$ cat config.mk
export PLATFORM = sky130hd
export DESIGN_NAME = alu_scheduler
export DESIGN_NICKNAME = d
export VERILOG_FILES = /design/src/rtl/alu_scheduler.sv
export SDC_FILE = /design/constraint.sdc
export NUM_CORES = 1
export LEC_CHECK = 0
export BUFFER_PORTS_ARGS = -buffer_cell sky130_fd_sc_hd__buf_2
export CORE_AREA = 2 2 175 177
export CTS_CLUSTER_DIAMETER = 40
export CTS_CLUSTER_SIZE = 28
export DETAILED_ROUTE_END_ITERATION = 10
export DIE_AREA = 0 0 177 179
export PLACE_DENSITY_LB_ADDON = 0.08
export SYNTH_ARGS = -nofsm -noshare
export SYNTH_HDL_FRONTEND = slang
export SYNTH_SLANG_ARGS = --single-unit
$ cat constraint.sdc
create_clock -name clk -period 2.05 [get_ports clk]
set_input_delay 0.1025 -clock clk [delete_from_list [all_inputs] [get_ports clk]]
set_output_delay 0.1025 -clock clk [all_outputs]
set_load 0.005 [all_outputs]
$ cat src/rtl/alu_scheduler.sv
// Round-robin scheduler sharing one external ALU among four requesters (IDLE -> ISSUE -> RESP).
// Optional per-requester carry chaining is enabled with `define ALU_SCHEDULER_CARRY_CHAIN_EN.
module alu_scheduler #(
   parameter int WIDTH       = 32,
   parameter int OPCODE      = 4,
   parameter int REGS_CODING = 3,
   parameter int FLAGS       = 4,
   parameter int CARRY       = 0
) (
   input  logic                     clk,
   input  logic                     rst_n,
   input  logic [3:0]               req,
   input  logic [4*OPCODE-1:0]      req_opcode,
   input  logic [4*WIDTH-1:0]       req_op1,
   input  logic [4*WIDTH-1:0]       req_op2,
   input  logic [4*REGS_CODING-1:0] req_dest,
   input  logic [3:0]               req_cin,
   output logic [3:0]               gnt,
   output logic [3:0]               rsp_valid,
   output logic [WIDTH-1:0]         rsp_result,
   output logic [FLAGS-1:0]         rsp_flags,
   output logic [REGS_CODING-1:0]   rsp_dest,
   output logic                     busy,
   output logic                     alu_en,
   output logic [OPCODE-1:0]        alu_opcode,
   output logic [WIDTH-1:0]         alu_op1,
   output logic [WIDTH-1:0]         alu_op2,
   output logic                     alu_cin,
   output logic [REGS_CODING-1:0]   alu_dest_in,
   input  logic [WIDTH-1:0]         alu_result,
   input  logic [FLAGS-1:0]         alu_flags,
   input  logic [REGS_CODING-1:0]   alu_dest_out
);

   // state | meaning
   // IDLE  | waiting for any req; grant and latch operands in the same cycle
   // ISSUE | alu_en high, ALU evaluates latched operands
   // RESP  | rsp_valid pulse to the granted requester
   typedef enum logic [1:0] {IDLE, ISSUE, RESP} state_t;

   state_t                 state;
   logic [1:0]             last_gnt;
   logic [OPCODE-1:0]      issue_opcode;
   logic [WIDTH-1:0]       issue_op1;
   logic [WIDTH-1:0]       issue_op2;
   logic [REGS_CODING-1:0] issue_dest;
   logic [1:0]             pick_idx;
   logic [1:0]             cand;
   logic                   pick_hit;

`ifdef ALU_SCHEDULER_CARRY_CHAIN_EN
   logic [3:0]             carry_reg;
`else
   logic                   issue_cin;
`endif

   // Round-robin search beginning just after the last granted requester
   always_comb begin
      pick_idx = last_gnt;
      pick_hit = 1'b0;
      cand     = last_gnt;
      for (int k = 1; k <= 4; k++) begin
         cand = last_gnt + 2'(k);
         if (!pick_hit && req[cand]) begin
            pick_idx = cand;
            pick_hit = 1'b1;
         end
      end
   end

   assign gnt  = (rst_n && state == IDLE && pick_hit) ? (4'b0001 << pick_idx) : 4'b0000;
   assign busy = (state != IDLE);

   assign alu_opcode  = issue_opcode;
   assign alu_op1     = issue_op1;
   assign alu_op2     = issue_op2;
   assign alu_dest_in = issue_dest;
`ifdef ALU_SCHEDULER_CARRY_CHAIN_EN
   assign alu_cin = carry_reg[last_gnt];
`else
   assign alu_cin = issue_cin;
`endif

   always_ff @(posedge clk) begin
      if (!rst_n) begin
         state        <= IDLE;
         last_gnt     <= 2'd3;
         rsp_valid    <= '0;
         alu_en       <= 1'b0;
         issue_opcode <= '0;
         issue_op1    <= '0;
         issue_op2    <= '0;
         issue_dest   <= '0;
         rsp_result   <= '0;
         rsp_flags    <= '0;
         rsp_dest     <= '0;
`ifdef ALU_SCHEDULER_CARRY_CHAIN_EN
         carry_reg    <= '0;
`else
         issue_cin    <= 1'b0;
`endif
      end else begin
         case (state)
            IDLE: begin
               rsp_valid <= '0;
               if (pick_hit) begin
                  issue_opcode <= req_opcode[int'(pick_idx)*OPCODE +: OPCODE];
                  issue_op1    <= req_op1[int'(pick_idx)*WIDTH +: WIDTH];
                  issue_op2    <= req_op2[int'(pick_idx)*WIDTH +: WIDTH];
                  issue_dest   <= req_dest[int'(pick_idx)*REGS_CODING +: REGS_CODING];
`ifndef ALU_SCHEDULER_CARRY_CHAIN_EN
                  issue_cin    <= req_cin[pick_idx];
`endif
                  last_gnt     <= pick_idx;
                  alu_en       <= 1'b1;
                  state        <= ISSUE;
               end
            end
            ISSUE: begin
               alu_en     <= 1'b0;
               rsp_result <= alu_result;
               rsp_flags  <= alu_flags;
               rsp_dest   <= alu_dest_out;
               rsp_valid  <= 4'b0001 << last_gnt;
`ifdef ALU_SCHEDULER_CARRY_CHAIN_EN
               carry_reg[last_gnt] <= alu_flags[CARRY];
`endif
               state      <= RESP;
            end
            RESP: begin
               rsp_valid <= '0;
               state     <= IDLE;
            end
            default: begin
               alu_en    <= 1'b0;
               rsp_valid <= '0;
               state     <= IDLE;
            end
         endcase
      end
   end

endmodule

* After elaboration in Yosys (flattened, before gate mapping)
Index checks and enable logic that the tools add are counted.
Cells by class: add/subtract/negate cells 3, multipliers 1, $lt $le $gt $ge 5, equal/unequal tests 3, shift operators 6, mux-type cells 23, bitwise gates (word level) 1, reductions and logical operators 13
Operator list (number):
- 128-bit by 8-bit indexed part select with 32-bit output | 2
- 16-bit by 5-bit indexed part select with 4-bit output | 1
- 2-bit by 3-bit less-than comparator with 1-bit output, second input constant | 5
- 12-bit by 5-bit indexed part select with 3-bit output | 1
- 1-bit binary-select mux with 2-bit select | 5
- 1-bit 2-to-1 mux | 10
- 2-bit 2-to-1 mux | 5
- 1-bit by 2-bit left shift with 4-bit output, first input constant | 2
- 2-bit AND reduction | 3
- 1-bit logical AND | 5
- 2-bit adder, second input constant | 2
- 2-bit by 2-bit multiplier with 4-bit output, second input constant | 1
- 4-bit 2-to-1 mux | 1
- 2-bit case mux with 2 select lines | 1
- 1-bit zero test | 3
- 2-bit by 1-bit adder with 2-bit output, second input constant | 1
- 2-bit by 1-bit == test with 1-bit output, second input constant | 1
- 2-bit == test, second input constant | 1
- 2-bit zero test | 1
- 2-bit != test, second input constant | 1
- 1-bit case mux with 2 select lines | 1
- 2-bit nonzero test | 1
- 1-bit NOT | 1
Storage, ports and cells: register bits after elaboration 120, bits of input ports 333, output and inout port bits 121, logic and storage cells 67

* Depth between registers and ports, before layout
word-level depth 15, depth in mapped cells 8, mapped depth without buffers 5

* Worst setup path after synthesis
Ideal clock, no wire load.
path type register -> register, start register last_gnt[1], end register issue_cin (netlist: alu_cin), setup time 129 ps, arrival 1520 ps, data required time 1921 ps, path slack 401 ps, cell stages (with the launch flop) 8, buffers on the path 2, clock period less this slack 1649 ps, cells stage by stage dfxtp_1 buf_4 nand2_2 a31o_4 nor2_8 buf_4 mux2i_1 o221ai_2
Between the ends: word-level cells in the longest chain between the ends 15, elaborated cells on any way between the ends 28, classes of those cells add/sub: 3; mux: 18; reduce/logical: 7
RTL lines:
- start: declaration | line 42 | logic [1:0] last_gnt;
- start signal: assignment | line 114 | last_gnt <= pick_idx;
- 2-bit by 1-bit adder with 2-bit output | line 63 | cand = last_gnt + 2'(k);
- 1-bit binary-select mux with 2-bit select | line 64 | if (!pick_hit && req[cand]) begin
- 1-bit 2-to-1 mux (not written as such) | line 64
- 1-bit 2-to-1 mux | line 64
- 1-bit zero test | line 64
- 1-bit logical AND | line 64
- 1-bit 2-to-1 mux | line 64
- 1-bit zero test | line 64
- 1-bit logical AND | line 64
- 1-bit 2-to-1 mux | line 64
- 1-bit zero test | line 64
- 1-bit logical AND | line 64
- 2-bit 2-to-1 mux | line 64
- 1-bit binary-select mux with 2-bit select | line 112 | issue_cin <= req_cin[pick_idx];
- 1-bit 2-to-1 mux (not written as such) | line 112
- end signal: assignment | line 112
- end: declaration | line 54 | logic issue_cin;
Parallel ways exist; a longest one is shown, timed or not. The select of a mux whose other input is x is not followed. A chain may end at the register's enable or synchronous reset.

* Worst setup path after layout
start register state[1], end output gnt[2]
Between the ends: word-level cells in the longest chain between the ends 4
RTL lines:
- start: declaration | line 41 | state_t state;
- start signal: assignment | line 86 | state <= IDLE;
- start signal: assignment | line 116 | state <= ISSUE;
- start signal: assignment | line 128 | state <= RESP;
- 2-bit zero test | line 71 | assign gnt = (rst_n && state == IDLE && pick_hit) ? (4'b0001 << pick_idx) : 4'b0000;
- 1-bit logical AND (2 in a row) | line 71
- 4-bit 2-to-1 mux | line 71
- end: declaration | line 18 | output logic [3:0] gnt,
No other way between the ends.

==> impl_metrics.csv <==
group,metric,value,unit
run_status,status,"complete, no violations",
floorplan,initial_utilization,21.5,%
logic_synthesis,yosysWarnings,0,
timing,fmax,511,MHz
logic_synthesis,netlist_area,6460,µm²
place,io_buffers,453,
critical_path,worstSetupStartpointType,"register",
logic_synthesis,yosys_register_bits,120,
pwr,finalPower,8.95,mW
cells_and_area,multi_input_area,3720,µm²
cts,htree_levels,4,
critical_path,cp_max_fo,11,
cts,cts.path.max_buffers,2,
detailed_routing,dr.first_iter.drc_count,316,
timing,relSlewSlack,62.0,%
detailed_routing,via_per_inst,4.64,
critical_path,crit_slowest_cell,"dfxtp_1",
logic_synthesis,ys_async_sr_fraction,0,%
detailed_routing,vias,8181,
floorplan,core,30000,µm²
cts,clk_pin_slew,0.07,ns
grt,antenna_found_initial,6,
logic_synthesis,yosysSeqAreaShare,37.2,%
floorplan,chipHeight,179,µm
detailed_routing,wl_met3,2420,µm
run,drv_cap,0,
cells_and_area,final_layout_size_suffix_gt1_share,40.6,%
cts,clock-sinks,120,
place,place_area,9210,µm²
logic_synthesis,synth_cell_types,35,
floorplan,num_rows,64,
logic_synthesis,syn_inst,732,
detailed_routing,top_layer,"met5",
timing,worst_pin_slew,0.570,ns
worst_hold_path,min_path_type,"in2reg",
timing,hold_violations,0,
detailed_routing,wl,32800,µm
timing,drv_slew,0,
grt,grt_pass1_wl,47400,µm
logic_synthesis,synth_ff_type,"dfxtp_1",
floorplan,ios,454,
pwr,p_per_area,756,nW/µm²
timing,fin_crit,1.96,ns
cells_and_area,layout.nets,1681,
place,gp_congestion,0.719,
critical_path,cp.arrival,1.85,ns
grt,grt_max_degree,42,
pwr,ir_drop,0.472,mV
critical_path,critical_path.cell_chain,"or2_4 -> or2_4 -> nor2_8 -> nand2_4 -> buf_12 -> nor2_1 -> buf_2",
detailed_routing,dr.pass1.iters,4,
grt,grt.total_usage,19.7,%
critical_path,path_class,"reg2out",
pwr,power.leakage,5.67,nW
cts,clk_latency,0.42,ns
critical_path,worstSetupEndpointType,"primary output",
timing,finClkSkew,0.0152,ns
grt,grt_pass1_vias,8375,
critical_path,crit_required,1.95,ns
cts,cts_tree,"yes",
logic_synthesis,postSynthAreaPerCell,8.83,µm²
logic_synthesis,synth_edf_count,0,
detailed_routing,route.met2.wl,16700,µm
critical_path,crit_top_cell,"or2_4",
detailed_routing,wire_per_inst,18.6,µm
cells_and_area,ff_latch_area,2410,µm²
cells_and_area,n_fill_cell,3058,
cells_and_area,fin_util,39.4,%
critical_path,critical_path.max_stage_delay,0.33,ns
timing,finalSetupViolCount,0,
detailed_routing,drc,0,
place,dp_hpwl,20900,µm
timing,hold_slack,0.0173,ns
cells_and_area,final_cell_area,11800,µm²
cts,numCtsBuffers,17,
logic_synthesis,synth_nets,1065,
floorplan,die_area,31700,µm²
detailed_routing,ant_nets,0,
detailed_routing,met1_length,13000,µm
timing,post-route-period-util,95.5,%
grt,grt.overflow.total,0,
cells_and_area,area_growth,83.3,%
cts,clockRootBuffer,"clkbuf_16",
floorplan,die_w,177,µm
[cell type report]
| type | count | share of cell area (%) |
|---|---|---|
| timing repair buffer | 675 | 39.0 |
| multi-input combinational | 531 | 31.4 |
| inverter | 3 | 0.0951 |
| sequential | 120 | 20.3 |
| tap | 396 | 4.18 |
| clock buffer | 17 | 3.59 |
| antenna | 5 | 0.106 |
| clock inverter | 15 | 1.29 |
[path summary, 6_finish.rpt]
kind / slack (ns) / end / start / cells past startpoint
worst min register to register: 0.45 / rsp_result[11] / rsp_result[11] / 2
worst max register to register: 0.13 / alu_opcode[3] / last_gnt[0] / 8
worst min-delay path: 0.02 / alu_op1[2] / req_op1[66] / 3
worst max-delay path: 0.09 / gnt[2] / state[1] / 7
[cell usage in the layout, fill, tap and decap left out, types with 2 or more instances in the layout]
cell | netlist | final
clkinvlp_4 | 0 | 3
o31ai_1 | 41 | 41
inv_1 | 2 | 2
nand3_1 | 32 | 32
nand4_1 | 41 | 41
dlygate4sd3_1 | 0 | 183
clkinv_8 | 0 | 2
a21oi_1 | 40 | 40
buf_12 | 0 | 10
and3_1 | 2 | 2
buf_4 | 12 | 24
or2_4 | 0 | 2
nor2_8 | 2 | 2
nor2_1 | 6 | 4
nand2b_1 | 5 | 5
inv_8 | 0 | 4
buf_2 | 13 | 453
inv_6 | 0 | 5
nand2_1 | 124 | 124
a21o_1 | 43 | 43
nor3_1 | 4 | 3
a21oi_4 | 0 | 2
mux2i_1 | 103 | 103
o221ai_1 | 20 | 20
bufbuf_16 | 0 | 4
clkbuf_16 | 0 | 17
o211ai_1 | 42 | 42
diode_2 | 0 | 5
o221ai_2 | 11 | 11
dfxtp_1 | 120 | 119
[state kept, by name, indices dropped and copies added, names as in the netlist]
name	count
alu_op1	32
alu_op2	32
rsp_result	32
alu_opcode	4
rsp_flags	4
rsp_valid	4
alu_dest_in	3
rsp_dest	3
last_gnt	2
state	2
alu_cin	1
alu_en	1
[critical path: cells and delay by family, from the launching register on]
kind	cells	cell delay (ns)
buffers and inverters	2	0.28
AND/OR/NAND/NOR	5	0.83
flip-flops	1	0.33
[where the power goes]
part,total (mW),internal (mW),switching (mW),leakage [nW]
clock network,3.00,1.62,1.38,0.275
logic,3.08,1.58,1.50,4.41
registers,2.88,2.68,0.193,0.988
total,8.95,5.88,3.07,5.67
[stage by stage]
step / setup WS [ns] / instances / setup TNS [ns]
2_1_floorplan: 0.401 / 732 / 0
3_3_place_gp: 0.136 / 1531 / 0
3_5_place_dp: 0.120 / 1531 / 0
4_1_cts: -0.00313 / 1750 / -0.00313
5_1_grt: -0.0105 / 1761 / -0.0146
6_report: 0.0929 / 1762 / 0
[timing repair]
action,in CTS,in global routing
hold endpoints to repair,101,1
buffers inserted,1,6
endpoints found under the setup margin,4,4
pin swaps,1,5
hold buffers,182,1
cloned,4,0
gates resized for setup,6,2
[cells by family (layout without fill, tap and decap cells)]
family                 count (synthesis)  after routing  synth area share, %
AOI/OAI and AO/OA                    204            204                 24.1
buffers and inverters                 81            710                 6.23
DFF                                  120            120                 37.2
muxes                                103            103                 16.0
other                                  0              5                    0
and+or+nand+nor                      224            224                 16.5
[synthesized netlist by cell type, types with 11 or more instances]
cell | number | area share, %
o221ai_1 | 20 | 2.7
o211ai_1 | 42 | 4.9
buf_4 | 12 | 1.4
nand4_1 | 41 | 4.0
mux2i_1 | 103 | 16
clkbuf_1 | 46 | 2.7
a21o_1 | 43 | 5.0
buf_2 | 13 | 1.0
dfxtp_1 | 120 | 37
o221ai_2 | 11 | 2.6
a21oi_1 | 40 | 3.1
nand2_1 | 124 | 7.2
nand3_1 | 32 | 2.5
o31ai_1 | 41 | 4.8
[per-layer routing]
layer	GRT usage, %	up-vias
met5	0	-
met4	6.27	4
met3	5.45	40
met2	36.6	326
met1	21.6	3835
li1	-	3976
(Power assumes the default switching activity.)
